==> src/rtl/e32_regfile_sb_if.sv <==
`default_nettype none
// ============================================================================
// e32_regfile_sb_if : decode/writeback/hazard bundle for e32_regfile_sb
// Revision 1.0 - initial release
// ============================================================================
interface e32_regfile_sb_if #(
    parameter int XLEN  = 32,
    parameter int NREGS = 32,
    parameter int NREAD = 2
);
    localparam int AW = $clog2(NREGS);
    localparam int CW = $clog2(NREGS + 1);

    logic [NREAD*AW-1:0]   rd_sel;
    logic [NREAD*XLEN-1:0] rd_data;
    logic [NREAD-1:0]      rd_busy;
    logic                  wr_en;
    logic [AW-1:0]         wr_sel;
    logic [XLEN-1:0]       wr_data;
    logic                  iss_en;
    logic [AW-1:0]         iss_sel;
    logic                  flush;
    logic [CW-1:0]         pend_cnt;
    logic                  wb_stray;

    modport master (
        output rd_sel, wr_en, wr_sel, wr_data, iss_en, iss_sel, flush,
        input  rd_data, rd_busy, pend_cnt, wb_stray
    );

    modport slave (
        input  rd_sel, wr_en, wr_sel, wr_data, iss_en, iss_sel, flush,
        output rd_data, rd_busy, pend_cnt, wb_stray
    );
endinterface
`default_nettype wire

==> src/rtl/e32_regfile_sb.sv <==
`default_nettype none
// ============================================================================
// e32_regfile_sb : N-read register file with bypass and pending-write scoreboard
// Revision 1.0 - initial release
// ============================================================================
module e32_regfile_sb #(
    parameter int XLEN     = 32,
    parameter int NREGS    = 32,
    parameter int NREAD    = 2,
    parameter int ZERO_REG = 1,
    parameter int BYPASS   = 1
) (
    input  wire logic          clk,
    input  wire logic          reset,
    e32_regfile_sb_if.slave    bus
);
    localparam int AW = $clog2(NREGS);
    localparam int CW = $clog2(NREGS + 1);

    logic [XLEN-1:0]       regs_q [NREGS];
    logic [NREGS-1:0]      pend_q;
    logic [NREGS-1:0]      pend_d;
    logic [CW-1:0]         pend_cnt_q;
    logic [CW-1:0]         pend_cnt_d;
    logic                  wb_stray_q;
    logic                  wb_stray_d;
    logic                  wr_live;
    logic                  iss_live;
    logic [NREAD*XLEN-1:0] rd_data_w;
    logic [NREAD-1:0]      rd_busy_w;

    // Writes and issues to the hardwired zero register are dropped outright.
    assign wr_live  = bus.wr_en  && !((ZERO_REG != 0) && (bus.wr_sel  == '0));
    assign iss_live = bus.iss_en && !((ZERO_REG != 0) && (bus.iss_sel == '0));

    // Later steps override earlier ones: flush, then writeback clear, then issue set.
    always_comb begin
        pend_d = pend_q;
        if (bus.flush) pend_d = '0;
        if (wr_live)   pend_d[bus.wr_sel]  = 1'b0;
        if (iss_live)  pend_d[bus.iss_sel] = 1'b1;
        if (ZERO_REG != 0) pend_d[0] = 1'b0;
        pend_cnt_d = '0;
        for (int i = 0; i < NREGS; i++) begin
            pend_cnt_d = pend_cnt_d + CW'(pend_d[i]);
        end
        wb_stray_d = wr_live && !pend_q[bus.wr_sel];
    end

    always_comb begin
        rd_data_w = '0;
        rd_busy_w = '0;
        for (int p = 0; p < NREAD; p++) begin
            logic [AW-1:0] sel;
            logic          hit;
            sel = bus.rd_sel[p*AW +: AW];
            hit = (BYPASS != 0) && wr_live && (bus.wr_sel == sel);
            if ((ZERO_REG != 0) && (sel == '0)) begin
                rd_data_w[p*XLEN +: XLEN] = '0;
            end else if (hit) begin
                rd_data_w[p*XLEN +: XLEN] = bus.wr_data;
            end else begin
                rd_data_w[p*XLEN +: XLEN] = regs_q[sel];
            end
            rd_busy_w[p] = pend_q[sel] && !hit;
        end
    end

    always_ff @(posedge clk or negedge reset) begin
        if (!reset) begin
            for (int i = 0; i < NREGS; i++) begin
                regs_q[i] <= '0;
            end
            pend_q     <= '0;
            pend_cnt_q <= '0;
            wb_stray_q <= 1'b0;
        end else begin
            if (wr_live) regs_q[bus.wr_sel] <= bus.wr_data;
            pend_q     <= pend_d;
            pend_cnt_q <= pend_cnt_d;
            wb_stray_q <= wb_stray_d;
        end
    end

    assign bus.rd_data  = rd_data_w;
    assign bus.rd_busy  = rd_busy_w;
    assign bus.pend_cnt = pend_cnt_q;
    assign bus.wb_stray = wb_stray_q;
endmodule
`default_nettype wire

==> src/flat_wrapper.sv <==
// flat-port wrapper written by rule: the top's interface ports become plain ports
module e32_regfile_sb_flat 
#(
    parameter int XLEN     = 32,
    parameter int NREGS    = 32,
    parameter int NREAD    = 2,
    parameter int ZERO_REG = 1,
    parameter int BYPASS   = 1
)
  (clk, reset, bus_rd_sel, bus_wr_en, bus_wr_sel, bus_wr_data, bus_iss_en, bus_iss_sel, bus_flush, bus_rd_data, bus_rd_busy, bus_pend_cnt, bus_wb_stray);
  e32_regfile_sb_if #(.XLEN(XLEN), .NREGS(NREGS), .NREAD(NREAD)) bus_i ();
  input  wire logic clk;
  input  wire logic reset;
  input wire logic [$bits(bus_i.rd_sel)-1:0] bus_rd_sel;
  input wire logic [$bits(bus_i.wr_en)-1:0] bus_wr_en;
  input wire logic [$bits(bus_i.wr_sel)-1:0] bus_wr_sel;
  input wire logic [$bits(bus_i.wr_data)-1:0] bus_wr_data;
  input wire logic [$bits(bus_i.iss_en)-1:0] bus_iss_en;
  input wire logic [$bits(bus_i.iss_sel)-1:0] bus_iss_sel;
  input wire logic [$bits(bus_i.flush)-1:0] bus_flush;
  output wire logic [$bits(bus_i.rd_data)-1:0] bus_rd_data;
  output wire logic [$bits(bus_i.rd_busy)-1:0] bus_rd_busy;
  output wire logic [$bits(bus_i.pend_cnt)-1:0] bus_pend_cnt;
  output wire logic [$bits(bus_i.wb_stray)-1:0] bus_wb_stray;
  assign bus_i.rd_sel = bus_rd_sel;
  assign bus_i.wr_en = bus_wr_en;
  assign bus_i.wr_sel = bus_wr_sel;
  assign bus_i.wr_data = bus_wr_data;
  assign bus_i.iss_en = bus_iss_en;
  assign bus_i.iss_sel = bus_iss_sel;
  assign bus_i.flush = bus_flush;
  assign bus_rd_data = bus_i.rd_data;
  assign bus_rd_busy = bus_i.rd_busy;
  assign bus_pend_cnt = bus_i.pend_cnt;
  assign bus_wb_stray = bus_i.wb_stray;
  e32_regfile_sb #(.XLEN(XLEN), .NREGS(NREGS), .NREAD(NREAD), .ZERO_REG(ZERO_REG), .BYPASS(BYPASS)) u_core (.clk(clk), .reset(reset), .bus(bus_i));
endmodule
==> config.mk <==
export PLATFORM = sky130hd
export DESIGN_NAME = e32_regfile_sb_flat
export DESIGN_NICKNAME = d
export VERILOG_FILES = /design/src/rtl/e32_regfile_sb_if.sv /design/src/rtl/e32_regfile_sb.sv /design/src/flat_wrapper.sv
export SDC_FILE = /design/constraint.sdc
export NUM_CORES = 2
export LEC_CHECK = 0
export ABC_CLOCK_PERIOD_IN_PS = 5950
export CORE_MARGIN = 2
export CORE_UTILIZATION = 60
export CTS_CLUSTER_SIZE = 30
export DETAILED_ROUTE_END_ITERATION = 16
export MAX_ROUTING_LAYER = met4
export PLACE_DENSITY = 0.77
export SYNTH_ARGS = -nofsm -noshare
export SYNTH_HDL_FRONTEND = slang
export SYNTH_SLANG_ARGS = --single-unit
==> constraint.sdc <==
create_clock -name clk -period 5.95 [get_ports clk]
set_clock_uncertainty 0.15 [all_clocks]
set_input_delay 0.8925 -clock clk [delete_from_list [all_inputs] [get_ports clk]]
set_output_delay 0.8925 -clock clk [all_outputs]
set_load 0.03 [all_outputs]
# Word-level counts from Yosys, hierarchy flattened
# Index checks and enable logic that the tools add are counted.
[totals] ff_bits=1062 inputBits=57 word_cells=128
[op_classes] add_sub_neg=30 n_lt_le_gt_ge=10 eq_ne=2 muxes=26 n_bitwise=6 n_reduce_logical=19
[op_table] cell="$bwmux 1024" count=1
[op_table] cell="$mux 32" count=12
[op_table] cell="$bmux 32 s5" count=2
[op_table] cell="$add 6x1->6" count=29
[op_table] cell="$demux 32 s5" count=1
[op_table] cell="$and 32x32->32" count=1
[op_table] cell="$not 32->32" count=1
[op_table] cell="$or 32x32->32" count=1
[op_table] cell="$lt 5x6->1 const B" count=4
[op_table] cell="$logic_not 5->1" count=4
[op_table] cell="$ge 6x6->1 const B" count=3
[op_table] cell="$not 5->6" count=3
[op_table] cell="$bmux 1 s5" count=3
[op_table] cell="$demux 1 s5" count=2
[op_table] cell="$eq 5x5->1" count=2
[op_table] cell="$ge 5x1->1 const B" count=2
[op_table] cell="$logic_and 1x1->1" count=10
[op_table] cell="$lt 6x1->1 const B" count=1
[op_table] cell="$logic_not 1->1" count=5
[op_table] cell="$mux 1" count=5
[op_table] cell="$add 1x1->2" count=1

# Logic depth before layout (Yosys ltp)
[logic_depth] depth_word=39 mapped_depth=25 ltp_nobuf=22

# Least setup slack after synthesis
# No wires, ideal clock.
[synth_timing] path_type="input -> register" from="input port bus_wr_sel[0]" to="register u_core.pend_cnt_q[4], in the netlist u_core.bus.pend_cnt[4]" setup_ps=123 t_arrival_ps=6386 path_slack_ps=-709 path_stages=23 cell_sequence="buf_2 > buf_2 > nand2_1 > nor2_1 > nand2_1 > clkbuf_1 > a31o_2 > ha_1 > fa_1 > fa_1 > fa_1 > fa_1 > inv_1 > fa_1 > fa_1 > inv_1 > ha_1 > inv_1 > fa_1 > inv_1 > a21o_1 > a21oi_1 > xnor2_1"
[synth_via] elab_chain_len=39
[synth_rtl] item="start, declared" line="flat_wrapper.sv:16" text="input wire logic [$bits(bus_i.wr_sel)-1:0] bus_wr_sel;"
[synth_rtl] item="$lt 5x6->1 (not written as such) or $ge 5x1->1 (tied branches)" line="e32_regfile_sb.sv:40" text="if (wr_live) pend_d[bus.wr_sel] = 1'b0;"
[synth_rtl] item="$logic_and 1x1->1 (not written as such)" line="e32_regfile_sb.sv:40"
[synth_rtl] item="$mux 1 (not written as such)" line="e32_regfile_sb.sv:40"
[synth_rtl] item="$demux 1 s5"
[synth_rtl] item="$not 32->32 (no source line)"
[synth_rtl] item="$and 32x32->32 (no source line)"
[synth_rtl] item="$mux 32 *" line="e32_regfile_sb.sv:40"
[synth_rtl] item="$or 32x32->32 (no source line)"
[synth_rtl] item="$mux 32 *" line="e32_regfile_sb.sv:41" text="if (iss_live) pend_d[bus.iss_sel] = 1'b1;"
[synth_rtl] item="via u_core.pend_d[1]" line="e32_regfile_sb.sv:22" text="logic [NREGS-1:0] pend_d;"
[synth_rtl] item="$add 1x1->2 *" line="e32_regfile_sb.sv:45" text="pend_cnt_d = pend_cnt_d + CW'(pend_d[i]);"
[synth_rtl] item="$add 6x1->6 * (29 in series)" line="e32_regfile_sb.sv:45"
[synth_rtl] item="via u_core.pend_cnt_d[4]" line="e32_regfile_sb.sv:24" text="logic [CW-1:0] pend_cnt_d;"
[synth_rtl] item="end signal, assigned" line="e32_regfile_sb.sv:80" text="pend_cnt_q <= pend_cnt_d;"
[synth_rtl] item="end, declared" line="e32_regfile_sb.sv:23" text="logic [CW-1:0] pend_cnt_q;"
# Mark *: on every way through the listed nets, which the timed path passes. The rest lies on a longest branch.
# A chain may end at the register's enable or synchronous reset.

# Final worst setup path
[layout_timing] from="input port bus_iss_en" to="register u_core.pend_cnt_q[4], in the netlist u_core.bus.pend_cnt[4]"
[layout_rtl] item="start, declared" line="flat_wrapper.sv:18" text="input wire logic [$bits(bus_i.iss_en)-1:0] bus_iss_en;"
[layout_rtl] item="$logic_and 1x1->1" line="e32_regfile_sb.sv:34" text="assign iss_live = bus.iss_en && !((ZERO_REG != 0) && (bus.iss_sel == '0));"
[layout_rtl] item="$mux 32" line="e32_regfile_sb.sv:41"
[layout_rtl] item="via u_core.pend_d[15]" line="e32_regfile_sb.sv:22"
[layout_rtl] item="$add 6x1->6 (17 in series)" line="e32_regfile_sb.sv:45"
[layout_rtl] item="via u_core.pend_cnt_d[4]" line="e32_regfile_sb.sv:24"
# The timed path passes the listed nets, and every way through them passes these cells.

==> results_dict.tcl <==
set metrics [dict create \
    synth_top_family_by_area "multiplexers" \
    synth_cell_type_count 70 \
    postSynth.asyncResetShare_pct 100 \
    crit_path_start_kind "primary input" \
    synth-compound-area-share_pct 5.56 \
    syn_avg_cell_area_um2 14.4 \
    die_h_um 315 \
    tightest_slew_ps 1290 \
    gp_congestion 0.919 \
    layout-drive-gt1-share_pct 48.3 \
    min_period_ps 5780 \
    finalPower_uw 21500 \
    ant_nets 0 \
    slew_violations 0 \
    cp_max_fo 4 \
    root_buffer "clkbuf_16" \
    synthXorXnorAreaFrac_pct 0.196 \
    synthAdderAreaFrac_pct 0.988 \
    synth-edff-count 0 \
    hold_class "in -> async" \
    drc 0 \
    fin_nets 4176 \
    r2r-start "u_core.pend_q[13]" \
    grt_max_degree 146 \
    io_buffers 129 \
    grt_pass1_wl_um 274000 \
    cts.sinks 1062 \
    crit_start "bus_iss_en" \
    drt_wl_total_um 186000 \
    cp.arrival_ps 6210 \
    htree_levels 3 \
    ys_seq_elements 1062 \
    rows 114 \
    drt_iter0_drc 5048 \
    core_area_um2 96300 \
    syn_inst 4033 \
    fmax_ghz 0.173 \
    hold_viol 0 \
    via_count 39817 \
    synth_top_area_share_pct 45.8 \
    synth_area_um2 58000 \
    ys_top_cells_by_area "dfrtp_1 (46%), mux2_2 (19%), mux4_2 (17%), mux2i_1 (3.8%), clkbuf_1 (1.5%)" \
    ys.flop_type "dfrtp_1" \
    whs_ps 72.1 \
    num_io_pins 130 \
    grtUsageTotal_pct 39.1 \
    cap_violations 0 \
    yosys.area_share.simple_pct 2.72 \
    drt-pass1-iter-count 6 \
    die_w_um 315 \
    fin_crit_sh_pct 97.1 \
    critPathKind "in -> reg" \
    synth_area_leader_cell "dfrtp_1" \
    clk_pin_slew_ps 60 \
    area_growth_pct 13.5 \
    dp_hpwl_um 105000 \
    ys_warn_count 0 \
    p_leak_uw 0.0287 \
    antenna_found_initial 9 \
    crit_required_ps 6380 \
    insertion_delay_ps 710 \
    cts_buffers 112 \
    run_status "finished clean" \
    clockBufferDepth 3 \
    mostFrequentLayoutCells "dfrtp_1 (1,062), mux2_2 (1,001), mux4_2 (448)" \
    dieArea_um2 99100 \
    muxShareOfSynthArea_pct 40.7 \
    vias_per_cell 7.29 \
    gr-total-overflow 0 \
    critPathCaptureType "flip-flop" \
    setup_viol 0 \
    irDropWorstVdd_mv 0.260 \
    grt_pass1_vias 40295 \
    cts_tree "yes" \
    mostFrequentLayoutCell "dfrtp_1" \
    mappedNetlistNets 4122 \
    slew_headroom_pct 14.1 \
    yosysSeqAreaShare_pct 45.8 \
    start_util_pct 60.2 \
    wl_per_cell_um 34.0 \
    power-per-cell-area_nw_per_um2 327 \
    nFillCells 6570 \
]
-- metal layers --
metal | track usage (%) | share of wire, %
met3 | 9.60 | 11
met1 | 52.1 | 38
met2 | 56.8 | 46
met4 | 18.6 | 5.4
met5 | - | 0
-- synth_stat cells (4+ instances only) --
cell type     n
a22oi_1      28
o21ai_0      63
o32ai_1      11
ha_1          9
nor2_1       36
nand4_1       7
nor3_1       39
o22ai_1      92
a32o_1       31
mux2i_1     220
xnor2_1      10
nand2b_1     12
or2_2         5
buf_4        26
nand3_1      38
o22a_1        8
a21o_1        4
a211oi_1     39
a221o_1      14
a2111oi_0     6
a32oi_1       4
a221oi_1     43
buf_2       127
and3b_1       4
inv_1        49
nor3b_1      10
mux2_1        4
fa_1         23
dfrtp_1    1062
a22o_1       12
a311oi_1     10
nor2b_1      41
o21a_1       14
nand2_1      89
buf_1        43
mux4_2      448
mux2_2     1001
a21oi_1      41
or4_1         4
clkbuf_1    231
buf_6        18
nand3b_1      9
-- power breakdown --
part / total (uW) / internal (uW) / switching [uW]
combinational: 4640 / 2700 / 1940
clock: 7350 / 4370 / 2980
sequential: 9540 / 8560 / 987
-- path summary, 6_finish.rpt --
kind | endpoint | slack [ps] | cells past startpoint
max in group asynchronous | u_core.regs_q[404] | 4250 | 2
worst min register to register | u_core.regs_q[1020] | 240 | 0
worst max-delay path | u_core.bus.pend_cnt[4] | 170 | 22
min in group clk | u_core.regs_q[1020] | 240 | 0
worst min-delay path | u_core.bus.pend_cnt[3] | 70 | 1
worst max register to register | u_core.bus.pend_cnt[4] | 530 | 18
-- sequential cells by signal, summed over array words and instances, names as in the netlist --
register             flops
u_core.bus.wb_stray      1
u_core.pend_q           31
u_core.regs_q         1024
u_core.bus.pend_cnt      6
-- what timing repair did --
action / 4_1_cts / 5_1_grt
resized for setup: 0 / 45
endpoints found under the setup margin: 0 / 5
hold buffers: 0 / 0
setup buffers: 0 / 7
-- worst max-delay path, stage by stage --
cell             delay (ps)
clkdlybuf4s50_1         490
nor2b_4                 170
buf_6                   120
nand3_4                 100
o32ai_4                 150
inv_2                    60
fa_1                    500
fa_1                    590
inv_2                    60
fa_1                    490
fa_1                    510
inv_1                    50
fa_1                    560
fa_1                    420
inv_1                    70
ha_2                    180
inv_2                    40
fa_2                    370
inv_2                    50
a21o_1                  120
a21oi_2                  60
xnor2_1                 120
-- per-stage QoR --
stage / instance area (um2) / setup slack [ps] / std cells / setup TNS (ps) / util [%]
after detailed placement: 61700 / -702 / 5242 / -3180 / 64.1
after floorplan: 58100 / -241 / 4033 / -633 / -
final: 65800 / 173 / 5461 / 0 / 68.3
after global routing: 65800 / -6.57 / 5460 / -6.57 / 68.3
after global placement: 61700 / -648 / 5242 / -2810 / 64.1
after CTS: 65500 / 3.00 / 5447 / 0 / 68.1
-- logic make-up (layout without fill, tap and decap cells) --
family                   count (synthesis)  count (layout)
buffers and inverters                  501             646
AND/OR/NAND/NOR                        307             307
XOR/XNOR                                13              13
AO/OA/AOI/OAI                          445             445
flip-flops                            1062            1062
multiplexers                          1673            1673
other                                    0               7
adder cells (fa/ha/maj)                 32              32
-- final cells by class --
cell class / instances / area, um2 / area share, %
multi-input combinational: 2470 / 29500 / 44.9
sequential: 1062 / 26600 / 40.4
timing repair buffer: 388 / 4010 / 6.09
clock buffer: 180 / 3450 / 5.25
tap: 1276 / 1600 / 2.43
clock inverter: 25 / 404 / 0.614
inverter: 53 / 199 / 0.302
antenna: 7 / 17.5 / 0.0266
No activity file was read; power rests on OpenSTA's default activity.
